$ cat config.mk
export PLATFORM = sky130hd
export DESIGN_NAME = mem_arbiter_flat
export DESIGN_NICKNAME = d
export VERILOG_FILES = /design/src/rtl/mem_arbiter_if.sv /design/src/rtl/mem_arbiter.sv /design/src/flat_wrapper.sv
export SDC_FILE = /design/constraint.sdc
export NUM_CORES = 1
export LEC_CHECK = 0
export BUFFER_PORTS_ARGS = -buffer_cell sky130_fd_sc_hd__buf_4
export CAP_MARGIN = 20
export CELL_PAD_IN_SITES_DETAIL_PLACEMENT = 0
export CELL_PAD_IN_SITES_GLOBAL_PLACEMENT = 1
export CORE_AREA = 2 2 103 105
export CTS_CLUSTER_SIZE = 25
export DETAILED_ROUTE_END_ITERATION = 6
export DIE_AREA = 0 0 105 107
export GPL_TIMING_DRIVEN = 0
export PLACE_DENSITY = 0.83
export SLEW_MARGIN = 25
export SYNTH_ARGS = -nofsm -noshare
export SYNTH_HDL_FRONTEND = slang
export SYNTH_SLANG_ARGS = --single-unit
$ cat constraint.sdc
create_clock -name clk -period 1.8 [get_ports clk]
set_clock_uncertainty 0.2 [all_clocks]
set_input_delay 0 -clock clk [delete_from_list [all_inputs] [get_ports clk]]
set_output_delay 0 -clock clk [all_outputs]
set_load 0.05 [all_outputs]
$ cat src/rtl/mem_arbiter_if.sv
// Fetch / load-store / memory bus bundle for mem_arbiter.
// slave is the arbiter's view; master is the core-and-memory side.
interface mem_arbiter_if #(
    parameter int WIDTH      = 32,
    parameter int ADDR_WIDTH = 32
);
    logic                  if_req_i;
    logic [ADDR_WIDTH-1:0] if_addr_i;
    logic                  if_gnt_o;
    logic                  if_rvalid_o;
    logic [WIDTH-1:0]      if_rdata_o;
    logic                  ls_req_i;
    logic                  ls_we_i;
    logic [ADDR_WIDTH-1:0] ls_addr_i;
    logic [WIDTH-1:0]      ls_wdata_i;
    logic                  ls_gnt_o;
    logic                  ls_rvalid_o;
    logic [WIDTH-1:0]      ls_rdata_o;
    logic                  ls_err_o;
    logic                  memread_o;
    logic                  memwrite_o;
    logic [ADDR_WIDTH-1:0] memaddr_o;
    logic [WIDTH-1:0]      memwdata_o;
    logic [WIDTH-1:0]      memrdata_i;

    modport slave (
        input  if_req_i, if_addr_i,
        output if_gnt_o, if_rvalid_o, if_rdata_o,
        input  ls_req_i, ls_we_i, ls_addr_i, ls_wdata_i,
        output ls_gnt_o, ls_rvalid_o, ls_rdata_o, ls_err_o,
        output memread_o, memwrite_o, memaddr_o, memwdata_o,
        input  memrdata_i
    );

    modport master (
        output if_req_i, if_addr_i,
        input  if_gnt_o, if_rvalid_o, if_rdata_o,
        output ls_req_i, ls_we_i, ls_addr_i, ls_wdata_i,
        input  ls_gnt_o, ls_rvalid_o, ls_rdata_o, ls_err_o,
        input  memread_o, memwrite_o, memaddr_o, memwdata_o,
        output memrdata_i
    );
endinterface

$ cat src/rtl/mem_arbiter.sv
// Single-port memory arbiter for fetch and load/store, 1-cycle read latency.
// Define ARB_FAIR_EN to add the MAX_WAIT fetch-starvation override.
module mem_arbiter #(
    parameter int WIDTH      = 32,
    parameter int ADDR_WIDTH = 32,
    parameter int MAX_WAIT   = 4
) (
    input  logic         clk,
    input  logic         rst,
    mem_arbiter_if.slave bus
);
    logic fair_win;
    logic ls_win;
    logic if_win;
    logic ls_mis;
    logic ls_acc;
    logic pend_if;
    logic pend_ls;
    logic err_q;

    assign ls_mis = bus.ls_addr_i[1:0] != 2'b00;
    assign ls_win = rst & bus.ls_req_i & ~fair_win;
    assign if_win = rst & bus.if_req_i & ~ls_win;
    assign ls_acc = ls_win & ~ls_mis;

`ifdef ARB_FAIR_EN
    logic [3:0] wait_cnt;

    assign fair_win = bus.if_req_i & (wait_cnt == 4'(MAX_WAIT));

    // Saturate so a lingering denial never wraps back to zero.
    always_ff @(posedge clk or negedge rst) begin
        if (!rst) begin
            wait_cnt <= 4'd0;
        end else if (!bus.if_req_i || if_win) begin
            wait_cnt <= 4'd0;
        end else if (wait_cnt != 4'hf) begin
            wait_cnt <= wait_cnt + 4'd1;
        end
    end
`else
    assign fair_win = 1'b0;
`endif

    assign bus.if_gnt_o   = if_win;
    assign bus.ls_gnt_o   = ls_win;
    assign bus.memread_o  = if_win | (ls_acc & ~bus.ls_we_i);
    assign bus.memwrite_o = ls_acc & bus.ls_we_i;
    assign bus.memaddr_o  = if_win ? bus.if_addr_i :
                            ls_acc ? bus.ls_addr_i : '0;
    assign bus.memwdata_o = (ls_acc & bus.ls_we_i) ? bus.ls_wdata_i : '0;

    // One-entry pending slot, rewritten every cycle.
    always_ff @(posedge clk or negedge rst) begin
        if (!rst) begin
            pend_if <= 1'b0;
            pend_ls <= 1'b0;
            err_q   <= 1'b0;
        end else begin
            pend_if <= if_win;
            pend_ls <= ls_acc & ~bus.ls_we_i;
            err_q   <= ls_win & ls_mis;
        end
    end

    assign bus.if_rvalid_o = rst & pend_if;
    assign bus.ls_rvalid_o = rst & pend_ls;
    assign bus.ls_err_o    = rst & err_q;
    assign bus.if_rdata_o  = bus.if_rvalid_o ? bus.memrdata_i : '0;
    assign bus.ls_rdata_o  = bus.ls_rvalid_o ? bus.memrdata_i : '0;
endmodule

$ cat src/flat_wrapper.sv
// flat-port wrapper written by rule: the top's interface ports become plain ports
module mem_arbiter_flat 
#(
    parameter int WIDTH      = 32,
    parameter int ADDR_WIDTH = 32,
    parameter int MAX_WAIT   = 4
)
  (clk, rst, bus_if_req_i, bus_if_addr_i, bus_if_gnt_o, bus_if_rvalid_o, bus_if_rdata_o, bus_ls_req_i, bus_ls_we_i, bus_ls_addr_i, bus_ls_wdata_i, bus_ls_gnt_o, bus_ls_rvalid_o, bus_ls_rdata_o, bus_ls_err_o, bus_memread_o, bus_memwrite_o, bus_memaddr_o, bus_memwdata_o, bus_memrdata_i);
  mem_arbiter_if #(.WIDTH(WIDTH), .ADDR_WIDTH(ADDR_WIDTH)) bus_i ();
  input  logic clk;
  input  logic rst;
  input wire logic [$bits(bus_i.if_req_i)-1:0] bus_if_req_i;
  input wire logic [$bits(bus_i.if_addr_i)-1:0] bus_if_addr_i;
  output wire logic [$bits(bus_i.if_gnt_o)-1:0] bus_if_gnt_o;
  output wire logic [$bits(bus_i.if_rvalid_o)-1:0] bus_if_rvalid_o;
  output wire logic [$bits(bus_i.if_rdata_o)-1:0] bus_if_rdata_o;
  input wire logic [$bits(bus_i.ls_req_i)-1:0] bus_ls_req_i;
  input wire logic [$bits(bus_i.ls_we_i)-1:0] bus_ls_we_i;
  input wire logic [$bits(bus_i.ls_addr_i)-1:0] bus_ls_addr_i;
  input wire logic [$bits(bus_i.ls_wdata_i)-1:0] bus_ls_wdata_i;
  output wire logic [$bits(bus_i.ls_gnt_o)-1:0] bus_ls_gnt_o;
  output wire logic [$bits(bus_i.ls_rvalid_o)-1:0] bus_ls_rvalid_o;
  output wire logic [$bits(bus_i.ls_rdata_o)-1:0] bus_ls_rdata_o;
  output wire logic [$bits(bus_i.ls_err_o)-1:0] bus_ls_err_o;
  output wire logic [$bits(bus_i.memread_o)-1:0] bus_memread_o;
  output wire logic [$bits(bus_i.memwrite_o)-1:0] bus_memwrite_o;
  output wire logic [$bits(bus_i.memaddr_o)-1:0] bus_memaddr_o;
  output wire logic [$bits(bus_i.memwdata_o)-1:0] bus_memwdata_o;
  input wire logic [$bits(bus_i.memrdata_i)-1:0] bus_memrdata_i;
  assign bus_i.if_req_i = bus_if_req_i;
  assign bus_i.if_addr_i = bus_if_addr_i;
  assign bus_if_gnt_o = bus_i.if_gnt_o;
  assign bus_if_rvalid_o = bus_i.if_rvalid_o;
  assign bus_if_rdata_o = bus_i.if_rdata_o;
  assign bus_i.ls_req_i = bus_ls_req_i;
  assign bus_i.ls_we_i = bus_ls_we_i;
  assign bus_i.ls_addr_i = bus_ls_addr_i;
  assign bus_i.ls_wdata_i = bus_ls_wdata_i;
  assign bus_ls_gnt_o = bus_i.ls_gnt_o;
  assign bus_ls_rvalid_o = bus_i.ls_rvalid_o;
  assign bus_ls_rdata_o = bus_i.ls_rdata_o;
  assign bus_ls_err_o = bus_i.ls_err_o;
  assign bus_memread_o = bus_i.memread_o;
  assign bus_memwrite_o = bus_i.memwrite_o;
  assign bus_memaddr_o = bus_i.memaddr_o;
  assign bus_memwdata_o = bus_i.memwdata_o;
  assign bus_i.memrdata_i = bus_memrdata_i;
  mem_arbiter #(.WIDTH(WIDTH), .ADDR_WIDTH(ADDR_WIDTH), .MAX_WAIT(MAX_WAIT)) u_core (.clk(clk), .rst(rst), .bus(bus_i));
endmodule
==> out/results.tsv, run 1 <==
metric	value	unit
Power Dens Cells	268.5	nW/um^2
vias in the first global route	2402	
sequential area share after synthesis	6.250	%
leading cell types in the layout, fill and taps excluded	267 x buf_4, 96 x and3_1, 30 x a22o_1	
clock root cell	clkbuf_8	
Setup crit start	u_core.pend_ls	
final setup violation count	0	
crit share post-route	91.26	%
Crit path depth	3	
Vias per Instance	4.229	
fin cells	580	
HPWL Detailed	7078	microns
synth top area cells	and3_1 50%, a22o_1 22%, buf_6 8.4%	
number of synthesized register bits	3	
Layout area overhead	188.1	%
diodes inserted	0	
CP endpoint	bus_ls_rdata_o[3]	
max_slew headroom	70.77	%
num rows	37	
number of fill cells	1073	
family with the most delay on the worst path	buffers and inverters	
DR WL/cell	14.66	microns
post-CTS setup buffers	0	
CP max FO	10	
Startpoint Class	flip-flop	
DRT Pass-1 Iters	4	
Pleak	2.264	nW
Placed Cells incl. Taps	572	
commonest non-fill, non-tap cell in the layout	buf_4	
Clock Power Share	20.6	%
Worst Max-Slew Pin Slew	438.5	ps
initial antenna violation count	0	
clock sink count	3	
total number of vias	2453	
CTS Buf Count	3	
Die W	105	microns
IO Count	268	
unrepaired setup endpoints after global routing	no	
status	finished clean	
Clock Path Buffers	2	
Syn Nets	302	
Die Ht	107	microns
area of the mapped netlist	1201	sq um
setup TNS	0	ps
Pins Over Slew Limit	0	
Hold WC Path Type	primary input to asynchronous set/reset pin	
worst path arrival time	1440	ps
drt drc	0	
Max stage delay on crit path	440	ps
Req. time, crit path	1600	ps
gr usage total	13.28	%
largest net degree at the start of global routing	12	
core area	10090	sq um
number of distinct library cells after synthesis	13	
YS warnings	0	
CP Capture Type	primary output	
total grt overflow	0	
Reg clk slew, reported paths	30	ps
Worst Path Buf+Inv	2	
final hold viol count	0	
GP Congestion	0.7862	
first-pass GRT wire length	12340	microns
part of the power in registers	7.8	%
Mean Syn Cell Area	7.107	sq um
initial core utilization	11.90	%
switch share	42.64	%
CTS tree	built	
kind of critical path	flip-flop to primary output	
VDD IR max	0.1344	mV
Die ar.	11240	sq um
crit path max-delay cell type	dfrtp_1	
Pint	0.0005329	W
CTS H-tree lvls	1	
Final nets	578	
initial drt markers	131	
max-cap viol count	0	
Cells after Synth	169	
P_sw	0.0003962	W
number of antenna-violating nets in the routed design	0	
Final min period	1643	ps
Post-Route WL	8501	microns
Synth top area share	50.00	%
leading area contributor after synthesis	and3_1	
IO Port Bufs	267	
CP cell instances	clkbuf_1 > and3_1 > buf_4	
share of cells above drive strength 1	63.51	%
Post-CTS Resized	0	
Max Fclk	608.8	MHz
combinational share of power	71.6	%
through the flow:
stage	setup WS [ps]	hold slack (ps)	area, sq um	total power [W]	utilization (%)
floorplan	539.0	-495.6	1201	0.0003825	-
global placement	359.6	-372.9	3376	0.0007225	33.45
detailed placement	320.9	-372.3	3376	0.0007324	33.45
CTS	131.1	34.52	3461	0.0009403	34.29
global route	65.22	55.15	3461	0.0009834	34.29
finish	157.4	21.62	3461	0.0009291	34.29
flip-flops by register name, summed over array words and instances, names as in the netlist:
signal,count
u_core.pend_if,1
u_core.pend_ls,1
u_core.err_q,1
final cells by class:
type	count	area (sq um)	area share, %
Buffer	27	172.7	4.989
Tap cell	136	170.2	4.917
Multi-Input combinational cell	138	949.7	27.44
Clock buffer	4	45.04	1.302
Timing Repair Buffer	271	2044	59.07
Inverter	1	3.754	0.1085
Sequential cell	3	75.07	2.169
kinds of logic after synthesis:
| family | share of synthesized area (%) |
|---|---|
| buffers and inverters | 14.69 |
| AO/OA/AOI/OAI | 23.13 |
| AND/OR/NAND/NOR | 55.94 |
| flip-flops | 6.250 |
per-layer routing:
metal / global-route usage, % / part of all wire [%] / vias up
met4: 3.048 / 1.5 / 0
met5: 0 / 0 / -
met2: 25.14 / 53 / 131
li1: - / - / 1194
met1: 15.41 / 39 / 1116
met3: 2.432 / 6.4 / 12
cells in the mapped netlist:
library cell  instances
inv_1                 1
clkbuf_2              2
o21a_1                1
dfrtp_1               3
a21o_1                1
a22o_1               30
and4bb_1              1
buf_2                 1
clkbuf_1             15
and3_1               96
and3b_1               1
buf_6                 9
and2_1                8
power groups by stage:
stage          clock network (W)  logic, W  registers, W
4_1_cts                 0.000200  0.000668     0.0000725
2_1_floorplan                  0  0.000310     0.0000723
5_1_grt                 0.000208  0.000703     0.0000730
3_3_place_gp                   0  0.000649     0.0000731
6_report                0.000192  0.000665     0.0000724
3_5_place_dp                   0  0.000659     0.0000733
timing repair:
| action | 4_1_cts | 5_1_grt |
|---|---|---|
| hold buffers | 4 | 0 |
| endpoints found under the setup margin | 0 | 0 |
| endpoints found under the hold margin | 5 | 0 |
worst min path at each step:
stage	from	end	slack (ps)	depth (start not counted)
6_report	rst	u_core.pend_if	20	2
5_1_grt	rst	u_core.pend_if	60	2
4_1_cts	rst	u_core.pend_if	30	2
3_5_place_dp	rst	u_core.pend_if	-370	1
3_3_place_gp	rst	u_core.pend_if	-370	1
2_1_floorplan	rst	u_core.err_q	-500	0
(Power assumes the default switching activity.)
==> inputs of run 2 (changes only) <==
==> constraint.sdc (replaced) <==
create_clock -name clk -period 2 [get_ports clk]
set_clock_uncertainty 0.2 [all_clocks]
set_input_delay 0 -clock clk [delete_from_list [all_inputs] [get_ports clk]]
set_output_delay 0 -clock clk [all_outputs]
set_load 0.05 [all_outputs]
==> out/results.tsv, run 2 (synthesized netlist as in run 1, its figures left out) <==
metric	value	unit	change
area of the multi-input gates	949.7	sq um	unchanged
core area	10090	sq um	unchanged
CP max FO	10		unchanged
Max Fclk	527.5	MHz	
Post-Route WL	8486	microns	-0.18%
gr usage total	13.27	%	about the same
Pins Over Slew Limit	0		unchanged
worst path arrival time	1700	ps	+260 ps
IO Count	268		unchanged
commonest non-fill, non-tap cell in the layout	buf_4		
HPWL Detailed	7078	microns	unchanged
kind of critical path	primary input to primary output		
max-cap viol count	0		unchanged
DR WL/cell	14.63	microns	-0.18%
Layout area overhead	188.1	%	unchanged
Vias per Instance	4.207		-0.53%
Die Ht	107	microns	unchanged
Startpoint Class	primary input		
final setup violation count	0		unchanged
Final nets	578		unchanged
DRT Pass-1 Iters	4		unchanged
initial core utilization	11.90	%	unchanged
diodes inserted	0		unchanged
IO Port Bufs	267		unchanged
Worst Max-Slew Pin Slew	437.9	ps	-0.5683 ps
CTS H-tree lvls	1		unchanged
total grt overflow	0		unchanged
CTS Buf Count	3		unchanged
max_slew headroom	70.80	%	about the same
Hold WC Path Type	primary input to asynchronous set/reset pin		
Power Dens Cells	241.7	nW/um^2	-10%
unrepaired setup endpoints after global routing	no		
Die ar.	11240	sq um	unchanged
CP Capture Type	primary output		
clock root cell	clkbuf_8		
Die W	105	microns	unchanged
Clock Path Buffers	2		unchanged
number of fill cells	1073		unchanged
final hold viol count	0		unchanged
largest net degree at the start of global routing	12		unchanged
GP Congestion	0.7862		unchanged
initial antenna violation count	0		unchanged
final worst slack	104.2	ps	-53.24 ps
number of antenna-violating nets in the routed design	0		unchanged
total number of vias	2440		-0.53%
Pleak	2.264	nW	unchanged
Regs by FF count	u_core.err_q x1, u_core.pend_if x1, u_core.pend_ls x1		
Req. time, crit path	1800	ps	+200 ps
clock sink count	3		unchanged
FF/Latch Area	75.07	sq um	unchanged
num rows	37		unchanged
status	finished clean		
pre-CTS WS	520.9	ps	+200.0 ps
Post-CTS Resized	0		unchanged
vias in the first global route	2407		+0.21%
first-pass GRT wire length	12340	microns	about the same
crit share post-route	94.79	%	
share of cells above drive strength 1	63.51	%	unchanged
Final min period	1896	ps	
CTS tree	built		
Reg clk slew, reported paths	30	ps	about the same
VDD IR max	0.1209	mV	-10%
leading cell types in the layout, fill and taps excluded	267 x buf_4, 96 x and3_1, 30 x a22o_1		
drt drc	0		unchanged
initial drt markers	126		-3.8%
setup TNS	0	ps	unchanged
## run 2: report_power, final
group	switching (W)	leakage [nW]	internal (W)
combinational	0.000318	2.20	0.000281
sequential	0.00000193	0.0405	0.0000632
clock	0.0000367	0.0228	0.000136
## run 2: repair_timing
item / CTS / global route
setup buffers: 0 / 0
hold buffers: 4 / 0
endpoints found under the hold margin: 5 / 0
## run 2: layout make-up
cell class	count	share of cell area (%)
repair buffers	271	59.07
flip-flops and latches	3	2.169
plain buffers	27	4.989
well taps	136	4.917
clock buffers	4	1.302
inverters	1	0.1085
multi-input cells	138	27.44
## run 2: worst paths after layout
| check | startpoint | to | cells past startpoint |
|---|---|---|---|
| worst max-delay path | bus_ls_addr_i[1] | bus_memwdata_o[19] | 7 |
| worst min-delay path | rst | u_core.pend_if | 2 |
| min in group clk | bus_if_addr_i[1] | bus_memaddr_o[1] | 3 |
| max in group asynchronous | rst | u_core.err_q | 2 |
## run 2: layer usage
| layer | track usage, % | wire (microns) | up-vias | share of wire [%] |
|---|---|---|---|---|
| met5 | 0 | 0 | - | 0 |
| met3 | 2.432 | 523 | 12 | 6.2 |
| met4 | 3.048 | 131 | 0 | 1.5 |
| li1 | - | - | 1195 | - |
| met2 | 25.19 | 4505 | 127 | 53 |
| met1 | 15.34 | 3325 | 1106 | 39 |
## run 2: stage by stage
step,instance area (sq um),hold slack [ps],cells,total power (W),util [%]
2_1_floorplan,1201,-495.6,169,0.0003442,-
3_3_place_gp,3376,-372.9,572,0.0006502,33.45
3_5_place_dp,3376,-372.3,572,0.0006592,33.45
4_1_cts,3461,34.52,580,0.0008462,34.29
5_1_grt,3461,55.15,580,0.0008849,34.29
6_report,3461,17.08,580,0.0008364,34.29
## run 2: critical path, stage by stage
cell and delay [ps]:
dlygate4sd3_1 530, buf_4 140, and4bb_1 330, buf_6 180
buf_6 140, and3_1 170, buf_4 200
==> inputs of run 3 (changes only) <==
--- a/config.mk
+++ b/config.mk
@@ -7,14 +7,13 @@
 export LEC_CHECK = 0
 export BUFFER_PORTS_ARGS = -buffer_cell sky130_fd_sc_hd__buf_4
 export CAP_MARGIN = 20
-export CELL_PAD_IN_SITES_DETAIL_PLACEMENT = 0
-export CELL_PAD_IN_SITES_GLOBAL_PLACEMENT = 1
-export CORE_AREA = 2 2 103 105
+export CELL_PAD_IN_SITES_DETAIL_PLACEMENT = 1
+export CELL_PAD_IN_SITES_GLOBAL_PLACEMENT = 2
+export CORE_UTILIZATION = 10
 export CTS_CLUSTER_SIZE = 25
 export DETAILED_ROUTE_END_ITERATION = 6
-export DIE_AREA = 0 0 105 107
 export GPL_TIMING_DRIVEN = 0
-export PLACE_DENSITY = 0.83
+export PLACE_DENSITY = 0.95
 export SLEW_MARGIN = 25
 export SYNTH_ARGS = -nofsm -noshare
 export SYNTH_HDL_FRONTEND = slang
==> out/results.tsv, run 3 (synthesized netlist as in run 1, its figures left out) <==
metric	value	unit	change
status	finished, violations left		
failing checks	design-rule violations, negative hold slack		
Final nets	578		unchanged
kind of critical path	primary input to primary output		
core area	11560	sq um	+15%
commonest non-fill, non-tap cell in the layout	buf_4		
CP max FO	10		unchanged
Clock Path Buffers	2		unchanged
initial core utilization	10.39	%	-1.5 points
DRT Pass-1 Iters	7		+3
crit share post-route	94.01	%	-0.78 points
max-cap viol count	0		unchanged
met3 wire len	581	microns	+11%
Power Dens Cells	281.5	nW/um^2	+16%
share of cells above drive strength 1	63.51	%	unchanged
clock sink count	3		unchanged
Reg clk slew, reported paths	30	ps	about the same
final worst slack	119.7	ps	+15.58 ps
IO Count	268		unchanged
largest net degree at the start of global routing	12		unchanged
Post-Route WL	9681	microns	+14%
clock root cell	clkbuf_16		
WHS	-8.769	ps	-25.85 ps
diodes inserted	0		unchanged
WL met1	3736	microns	+12%
leading cell types in the layout, fill and taps excluded	267 x buf_4, 96 x and3_1, 30 x a22o_1		
initial drt markers	130		+3.2%
first-pass GRT wire length	14170	microns	+15%
Post-CTS Resized	0		unchanged
Cell Area, Placed	3385	sq um	+0.26%
Die Ht	111.6	microns	+4.3%
WL met2	5307	microns	+18%
max_slew headroom	67.79	%	-3.0 points
Req. time, crit path	1800	ps	about the same
GP Congestion	0.7754		-1.4%
CP Capture Type	primary output		
Pwr Total	0.0009863	W	+18%
HPWL Detailed	8238	microns	+16%
Max Fclk	531.8	MHz	+0.83%
unrepaired setup endpoints after global routing	no		
final setup violation count	0		unchanged
total number of vias	2481		+1.7%
number of fill cells	1438		+34%
CTS tree	built		
final hold viol count	3		+3
number of antenna-violating nets in the routed design	0		unchanged
total grt overflow	0		unchanged
gr usage total	14.30	%	+1.0 points
Regs by FF count	u_core.err_q x1, u_core.pend_if x1, u_core.pend_ls x1		
Hold WC Path Type	primary input to asynchronous set/reset pin		
DR WL/cell	16.49	microns	+13%
VDD IR max	0.1624	mV	+34%
uppermost layer routed	met4		
num rows	39		+5.4%
Pins Over Slew Limit	0		unchanged
worst path arrival time	1680	ps	-20 ps
Startpoint Class	primary input		
CTS Buf Count	3		unchanged
drt drc	15		+15
post-CTS setup buffers	0		unchanged
CTS H-tree lvls	1		unchanged
fin area	3503	sq um	+1.2%
Die W	111.6	microns	+6.3%
Worst Max-Slew Pin Slew	483.1	ps	+45.19 ps
Die ar.	12450	sq um	+11%
pre-CTS WS	461.6	ps	-59.31 ps
setup TNS	0	ps	unchanged
vias in the first global route	2580		+7.2%
Vias per Instance	4.227		+0.47%
initial antenna violation count	0		unchanged
Pleak	2.279	nW	+0.68%
Final min period	1880	ps	-15.58 ps
IO Port Bufs	267		unchanged
Layout area overhead	191.7	%	
==> run 3: cell count changes in the layout (fill, tap and decap cells not counted) <==
cell	change
clkbuf_8	-3
clkbuf_16	+3
==> run 3: layout make-up <==
cell class / instances / area [sq um] / share of cell area, %
clock buffers: 4 / 78.83 / 2.250
repair buffers: 271 / 2044 / 58.36
multi-input cells: 138 / 949.7 / 27.11
inverters: 1 / 3.754 / 0.1071
flip-flops and latches: 3 / 75.07 / 2.143
well taps: 143 / 178.9 / 5.107
plain buffers: 27 / 172.7 / 4.929
==> run 3: worst max path at each step <==
stage                               to  cells after the start  slack, ps             start
floorplan            bus_ls_rdata_o[0]                      2        740    u_core.pend_ls
global placement    bus_ls_rdata_o[26]                      5        480               rst
detailed placement  bus_ls_rdata_o[25]                      5        460               rst
CTS                 bus_memwdata_o[22]                      7        110  bus_ls_addr_i[1]
global route        bus_memwdata_o[22]                      7         60  bus_ls_addr_i[1]
finish              bus_memwdata_o[30]                      6        120  bus_ls_addr_i[1]
==> run 3: timing repair <==
action,in CTS,in global routing
hold buffers,4,0
hold endpoints to repair,5,0
setup endpoints to repair,0,0
==> run 3: metal layers <==
layer	track usage [%]	vias up
li1	-	1193
met1	15.95	1176
met2	28.58	108
met3	2.885	4
met4	1.081	0
met5	0	-
==> run 3: metrics by stage <==
stage / utilization [%] / instances
after floorplan: - / 169
after global placement: 29.27 / 579
after global routing: 30.29 / 587
after detailed placement: 29.27 / 579
after CTS: 30.29 / 587
final: 30.29 / 587
==> run 3: power by group <==
part / switching [W] / internal (W)
Clock: 0.0000520 / 0.000263
Combinational: 0.000324 / 0.000281
Sequential: 0.00000325 / 0.0000633
==> run 3: critical path: stages <==
cell and delay [ps]:
dlygate4sd3_1 550, buf_4 140, and4bb_1 290, clkbuf_2 230, and3_1 250, buf_4 220
